[src/rtl/pll_lock_supervisor.sv]
// PLL lock supervisor: sequences the PLL reset pin and the downstream core reset
// from a synchronized lock indication, with a lock timeout and retry limit, and a loss counter.
module pll_lock_supervisor #(
    parameter int unsigned RST_CYCLES    = 16,
    parameter int unsigned LOCK_TIMEOUT  = 27000,
    parameter int unsigned STABLE_CYCLES = 2700,
    parameter int unsigned MAX_RETRIES   = 4,
    parameter int unsigned CNT_W         = 8
) (
    input  logic             sys_clk,
    input  logic             rst,
    input  logic             pll_lock,
    output logic             pll_reset,
    output logic             core_rst,
    output logic             ready,
    output logic             fault,
    output logic [CNT_W-1:0] loss_count,
    output logic [2:0]       retry_count
);

    localparam int unsigned MAX_AB = (RST_CYCLES > LOCK_TIMEOUT) ? RST_CYCLES : LOCK_TIMEOUT;
    localparam int unsigned MAX_T  = (MAX_AB > STABLE_CYCLES) ? MAX_AB : STABLE_CYCLES;
    localparam int unsigned CW     = (MAX_T > 1) ? $clog2(MAX_T) : 1;

    localparam logic [CW-1:0] RST_LAST = CW'(RST_CYCLES - 1);
    localparam logic [CW-1:0] TO_LAST  = CW'(LOCK_TIMEOUT - 1);
    localparam logic [CW-1:0] ST_LAST  = CW'(STABLE_CYCLES - 1);
    localparam logic [2:0]    MAX_R    = 3'(MAX_RETRIES);

    typedef enum logic [2:0] {
        S_RESET_PLL,
        S_WAIT_LOCK,
        S_STABLE,
        S_RUN,
        S_FAULT
    } state_t;

    state_t           state_q, state_d;
    logic [CW-1:0]    cnt_q, cnt_d;
    logic [1:0]       sync_q, sync_d;
    logic [2:0]       retry_q, retry_d;
    logic [CNT_W-1:0] loss_q, loss_d;
    logic             pll_reset_q, pll_reset_d;
    logic             core_rst_q, core_rst_d;
    logic             ready_q, ready_d;
    logic             fault_q, fault_d;
    logic             lock_s;

    always_comb begin
        sync_d  = {sync_q[0], pll_lock};
        lock_s  = sync_q[1];
        state_d = state_q;
        cnt_d   = cnt_q;
        retry_d = retry_q;
        loss_d  = loss_q;

        case (state_q)
            S_RESET_PLL: begin
                if (cnt_q == RST_LAST) begin
                    state_d = S_WAIT_LOCK;
                    cnt_d   = '0;
                end else begin
                    cnt_d = cnt_q + 1'b1;
                end
            end
            S_WAIT_LOCK: begin
                if (lock_s) begin
                    state_d = S_STABLE;
                    cnt_d   = '0;
                end else if (cnt_q == TO_LAST) begin
                    retry_d = retry_q + 3'd1;
                    cnt_d   = '0;
                    state_d = (retry_d == MAX_R) ? S_FAULT : S_RESET_PLL;
                end else begin
                    cnt_d = cnt_q + 1'b1;
                end
            end
            S_STABLE: begin
                if (!lock_s) begin
                    state_d = S_WAIT_LOCK;
                    cnt_d   = '0;
                end else if (cnt_q == ST_LAST) begin
                    state_d = S_RUN;
                    cnt_d   = '0;
                    retry_d = '0;
                end else begin
                    cnt_d = cnt_q + 1'b1;
                end
            end
            S_RUN: begin
                // A loss leaves the PLL running and gives it a full timeout to relock.
                if (!lock_s) begin
                    state_d = S_WAIT_LOCK;
                    cnt_d   = '0;
                    if (loss_q != '1) begin
                        loss_d = loss_q + 1'b1;
                    end
                end
            end
            S_FAULT: ;
            default: begin
                state_d = S_RESET_PLL;
                cnt_d   = '0;
            end
        endcase

        // Outputs decode the next state so they switch on the same edge as the state.
        pll_reset_d = (state_d == S_RESET_PLL) || (state_d == S_FAULT);
        core_rst_d  = (state_d != S_RUN);
        ready_d     = (state_d == S_RUN);
        fault_d     = (state_d == S_FAULT);
    end

    always_ff @(posedge sys_clk) begin
        if (rst) begin
            state_q     <= S_RESET_PLL;
            cnt_q       <= '0;
            sync_q      <= '0;
            retry_q     <= '0;
            loss_q      <= '0;
            pll_reset_q <= 1'b1;
            core_rst_q  <= 1'b1;
            ready_q     <= 1'b0;
            fault_q     <= 1'b0;
        end else begin
            state_q     <= state_d;
            cnt_q       <= cnt_d;
            sync_q      <= sync_d;
            retry_q     <= retry_d;
            loss_q      <= loss_d;
            pll_reset_q <= pll_reset_d;
            core_rst_q  <= core_rst_d;
            ready_q     <= ready_d;
            fault_q     <= fault_d;
        end
    end

    assign pll_reset   = pll_reset_q;
    assign core_rst    = core_rst_q;
    assign ready       = ready_q;
    assign fault       = fault_q;
    assign loss_count  = loss_q;
    assign retry_count = retry_q;

endmodule

[config.mk]
export PLATFORM = sky130hd
export DESIGN_NAME = pll_lock_supervisor
export DESIGN_NICKNAME = d
export VERILOG_FILES = /design/src/rtl/pll_lock_supervisor.sv
export SDC_FILE = /design/constraint.sdc
export NUM_CORES = 1
export LEC_CHECK = 0
export ABC_AREA = 1
export CORE_MARGIN = 3
export CORE_UTILIZATION = 61
export CTS_CLUSTER_SIZE = 25
export DETAILED_ROUTE_END_ITERATION = 8
export MAX_ROUTING_LAYER = met4
export PLACE_DENSITY = 0.84
export SLEW_MARGIN = 15
export SYNTH_ARGS = -nofsm -noshare
export SYNTH_HDL_FRONTEND = slang
export SYNTH_SLANG_ARGS = --single-unit
[constraint.sdc]
create_clock -name sys_clk -period 3.55 [get_ports sys_clk]
set_clock_uncertainty 0.15 [all_clocks]
set_input_delay 0.8875 -clock sys_clk [delete_from_list [all_inputs] [get_ports sys_clk]]
set_output_delay 0.8875 -clock sys_clk [all_outputs]
set_load 0.005 [all_outputs]
After elaboration in Yosys (flattened, before gate mapping)
Index checks and enable logic that the tools add are counted.
{"block": "word_totals", "register_bits": 35, "inputBits": 3, "out_inout_bits": 15, "wordCells": 58}
{"block": "op_classes", "addsub": 3, "n_eq_ne": 17, "n_mux": 20, "bitwise_logic": 2, "n_reduce_logical": 7}
{"operator": "$mux 15", "count": 6}
{"operator": "$pmux 15 s5", "count": 1}
{"operator": "$mux 3", "count": 11}
{"operator": "$add 15x1->15 const B", "count": 1}
{"operator": "$eq 15x12->1 const B", "count": 1}
{"operator": "$eq 15x15->1 const B", "count": 1}
{"operator": "$eq 15x4->1 const B", "count": 1}
{"operator": "$pmux 3 s5", "count": 1}
{"operator": "$ne 2x2->1 const B", "count": 5}
{"operator": "$eq 3x2->1 const B", "count": 3}
{"operator": "$eq 3x3->1 const B", "count": 3}
{"operator": "$add 8x1->8 const B", "count": 1}
{"operator": "$ne 8x8->1 const B", "count": 1}
{"operator": "$logic_not 3->1", "count": 2}
{"operator": "$pmux 3 s2", "count": 1}
{"operator": "$reduce_and 5->1", "count": 1}
{"operator": "$add 3x1->3 const B", "count": 1}
{"operator": "$eq 3x1->1 const B", "count": 1}
{"operator": "$ne 3x2->1 const B", "count": 1}
{"operator": "$reduce_and 3->1", "count": 1}
{"operator": "$not 1->1", "count": 2}
{"operator": "$reduce_and 2->1", "count": 1}
{"operator": "$reduce_bool 2->1", "count": 1}
{"operator": "$logic_or 1x1->1", "count": 1}

Depth between registers and ports, before layout
{"block": "logic_depth", "word_depth": 8, "ltp_mapped": 11, "mapped_depth_nobuf": 10}

Worst setup path before layout
OpenSTA, ideal clock, no wires.
{"block": "synth_timing", "path_type": "input -> register", "start": "in rst", "end": "reg sync_q[0]", "setup_ns": 0.128, "t_arrival_ns": 1.397, "required_time_ns": 3.272, "setup_slack_ns": 1.875, "cell_stages": 3, "n_path_buf": 2, "cell_sequence": "buf_2 > buf_1 > nor2_1"}
{"element": "start: declaration", "line": "11", "source": "input logic rst,"}
{"element": "end signal: assignment", "line": "128", "source": "sync_q <= sync_d;"}
{"element": "end: declaration", "line": "40", "source": "logic [1:0] sync_q, sync_d;"}
No word-level cell between the ends.

Worst setup path in the final report
{"block": "layout_timing", "start": "reg loss_q[0], in the netlist loss_count[0]", "end": "out loss_count[0]"}
{"element": "start: declaration", "line": "42", "source": "logic [CNT_W-1:0] loss_q, loss_d;"}
{"element": "start signal: assignment", "line": "130", "source": "loss_q <= loss_d;"}
{"element": "end: declaration", "line": "17", "source": "output logic [CNT_W-1:0] loss_count,"}
No word-level cell between the ends.

==> summary.md <==
| Metric | Value |
|---|---|
| Post-cts sizing count | 0 |
| Hold_buf cts | 0 |
| Combinational power share | 2.9% |
| FMAX | 423.0 MHz |
| Reg2Reg Setup Slack | 1.63 ns |
| Fraction of final layout cells sized beyond drive strength 1 | 17.70% |
| Worst-margin pin slew | 0.3912 ns |
| Critical path class | reg -> out |
| Synth warn | 0 |
| Die H | 63.20 um |
| Starting DRC count in detailed routing | 109 |
| Synth Instances | 285 |
| Final Slew Violations | 0 |
| TritonCTS clock tree | done |
| Fraction of registers with async set/reset | 0% |
| Post-Syn Area per Cell | 7.002 um^2 |
| Hold path startpoint | sync_q[0]$_SDFF_PP0_ |
| I/O pin count | 18 |
| Cells on worst reg2reg path | 8 |
| Critical Path, Cell by Cell | clkdlybuf4s50_1 |
| RSZ-0062 raised after global routing | no |
| Distinct cells, synth | 31 |
| Worst setup EP type | output pin |
| Vias | 1792 |
| Status | finished, final reports clean |
| GPL Wtd Cong | 0.8858 |
| First-pass GRT wire length | 7479 um |
| Hold depth | 2 |
| Core area | 3078 um^2 |
| CP max stage cell | clkdlybuf4s50_1 |
| Top FF cell, synth | dfxtp_1 |
| Crit-path max cell delay | 0.54 ns |
| Gr usage total | 23.86% |
| Setup TNS after final layout | 0 ns |
| Fin util | 73.54% |
| # clock sinks | 35 |
| IO buf count | 17 |
| Crit path DAT | 1.33 ns |
| Fill cells | 265 |
| Nets@finish | 311 |
| CP Launch Point | loss_count[0]$_SDFFE_PP0P_ |
| Max H-tree Level | 2 |
| DP HPWL | 3162 um |
| Final hold vios | 0 |
| Die X | 63.20 um |
| Antenna violations before repair | 0 |
| Clock transition at path regs | 0.11 ns |
| Flop pwr share | 56.2% |
| Peak supply drop | 0.2134 mV |
| Final min period | 2.364 ns |
| Worst-Skew Late Latency | 0.35 ns |
| Number of buffers created by CTS | 5 |
| Initial Util | 64.84% |
| Final setup vio count | 0 |
| Crit path depth | 1 |
| Net Count, Synth | 292 |
| WL/cell | 11.77 um |
| R2R Path Start | cnt_q[0]$_SDFFE_PP0P_ |
| HP Class | reg -> reg |
| Power Internal | 553.0 uW |
| GRT overflow | 0 |
| Die area | 3994 um^2 |
| Worst Path Max Fanout | 6 |
| Antenna viol nets, final | 0 |
| Crit path buf inv count | 1 |
| Fin crit share | 66.60% |
| CP top delay family | buffers and inverters |
| Post-synth EDFFs | 0 |
| Clk network pwr share | 40.8% |
| Number of max-cap violations | 0 |
| Drt drc | 0 |
| Drt pass-1 iters | 4 |
| WP data required | 2.51 ns |
| Post-synthesis sequential area ratio | 35.11% |
| Vias in the first global route | 1726 |
| Total wire length | 4106 um |
| Switching share of power | 22.68% |
| Power Density | 316.0 nW/um^2 |
| Cell Rows | 20 |
| # diodes | 0 |
| R2R Path End | cnt_q[5]$_SDFFE_PP0P_ |
| Post-Syn Area | 1996 um^2 |
| Root Buffer | clkbuf_4 |
| Postcts setup bufs | 0 |
| Startpoint types | register |
| Pin count of the biggest net entering global routing | 13 |
| Sw Pwr | 162.2 uW |
| Slew Limit Headroom | 73.83% |
| Pleak | 0.0008825 uW |
| Critical path endpoint | loss_count[0] |
| Yosys reg bits | 35 |
| Routed vias/inst | 5.135 |
| Clock tree buffer depth | 2 |
| Area Growth Syn to Fin | 13.42% |
==> how the worst min path moves through the flow <==
stage and end:
6_report sync_q[1]$_SDFF_PP0_, 5_1_grt sync_q[1]$_SDFF_PP0_, 4_1_cts sync_q[1]$_SDFF_PP0_, 3_5_place_dp sync_q[1]$_SDFF_PP0_, 3_3_place_gp sync_q[1]$_SDFF_PP0_, 2_1_floorplan sync_q[1]$_SDFF_PP0_
==> power by group through the flow <==
stage | Clock (uW) | Sequential, uW | Combinational (uW)
3_5_place_dp | 0 | 411 | 21.3
3_3_place_gp | 0 | 411 | 20.3
5_1_grt | 319 | 403 | 23.9
6_report | 292 | 402 | 20.9
4_1_cts | 298 | 402 | 21.2
2_1_floorplan | 0 | 408 | 17.8
==> metrics by stage <==
stage,std cells,power [uW],cell area [um^2],hold WS (ns),setup slack (ns)
finish,349,715.2,2263,0.2596,1.186
global route,349,745.5,2263,0.2934,1.118
CTS,349,721.7,2263,0.2618,1.173
detailed placement,341,432.2,2182,0.2460,1.265
global placement,341,431.2,2182,0.2389,1.283
floorplan,285,426.2,1996,0.2383,1.875
==> sequential cells by signal, indices dropped and copies added, names as in the netlist <==
| signal | flops |
|---|---|
| pll_reset | 1 |
| fault | 1 |
| state_q | 3 |
| cnt_q | 15 |
| sync_q | 2 |
| ready | 1 |
| retry_count | 3 |
| core_rst | 1 |
| loss_count | 8 |
==> area by class of cell <==
class | instances | area [um^2] | area share [%]
Timing Repair Buffer | 18 | 177.7 | 7.850
Tap cell | 44 | 55.05 | 2.432
Sequential cell | 35 | 700.7 | 30.96
Inverter | 36 | 142.6 | 6.302
Clock buffer | 5 | 37.54 | 1.658
Multi-Input combinational cell | 208 | 1106 | 48.87
Clock inverter | 3 | 43.79 | 1.935
==> cells by family (layout without fill, tap and decap cells) <==
| logic type | count (synthesis) | in the layout | share of synthesized area, % |
|---|---|---|---|
| xor+xnor | 9 | 9 | 3.950 |
| fa+ha+maj | 4 | 4 | 2.508 |
| compound gates | 25 | 25 | 6.897 |
| simple gates | 170 | 170 | 42.07 |
| flops | 35 | 35 | 35.11 |
| buf+inv | 42 | 62 | 9.466 |
==> layout by cell type (no fill, tap or decap), types with 5 or more instances in the layout <==
cell	n
o21ai_0	5
xor2_1	7
dfxtp_1	35
a21oi_1	14
clkbuf_4	5
nand3_1	20
nand4_1	6
nor3_1	7
clkdlybuf4s50_1	17
nor2_1	32
nand2_2	10
nor2_2	17
inv_1	31
nand2_1	66
==> Yosys cell counts (3+ instances only) <==
cell type  count  area share, %
nand3_2        3            1.5
nor2_4         3            1.7
nand3_1       20            5.0
o21ai_0        5            1.3
nor3_1         7            1.8
xor2_1         7            3.1
inv_2          4           0.75
inv_1         31            5.8
nand4_1        6            1.9
a21oi_1       14            3.5
nand2_2       10            3.1
nor2_2        17            5.3
nand2_1       66             12
nor2_1        32            6.0
ha_1           4            2.5
dfxtp_1       35             35
==> metal layers <==
metal  GRT usage [%]  up-vias  part of all wire, %
li1                -      938                    -
met1           28.35      796                   44
met2           39.26       50                   48
met3           5.882        8                  5.8
met4           8.625        0                  1.6
met5               -        -                    0
No activity file was read; power rests on OpenSTA's default activity.
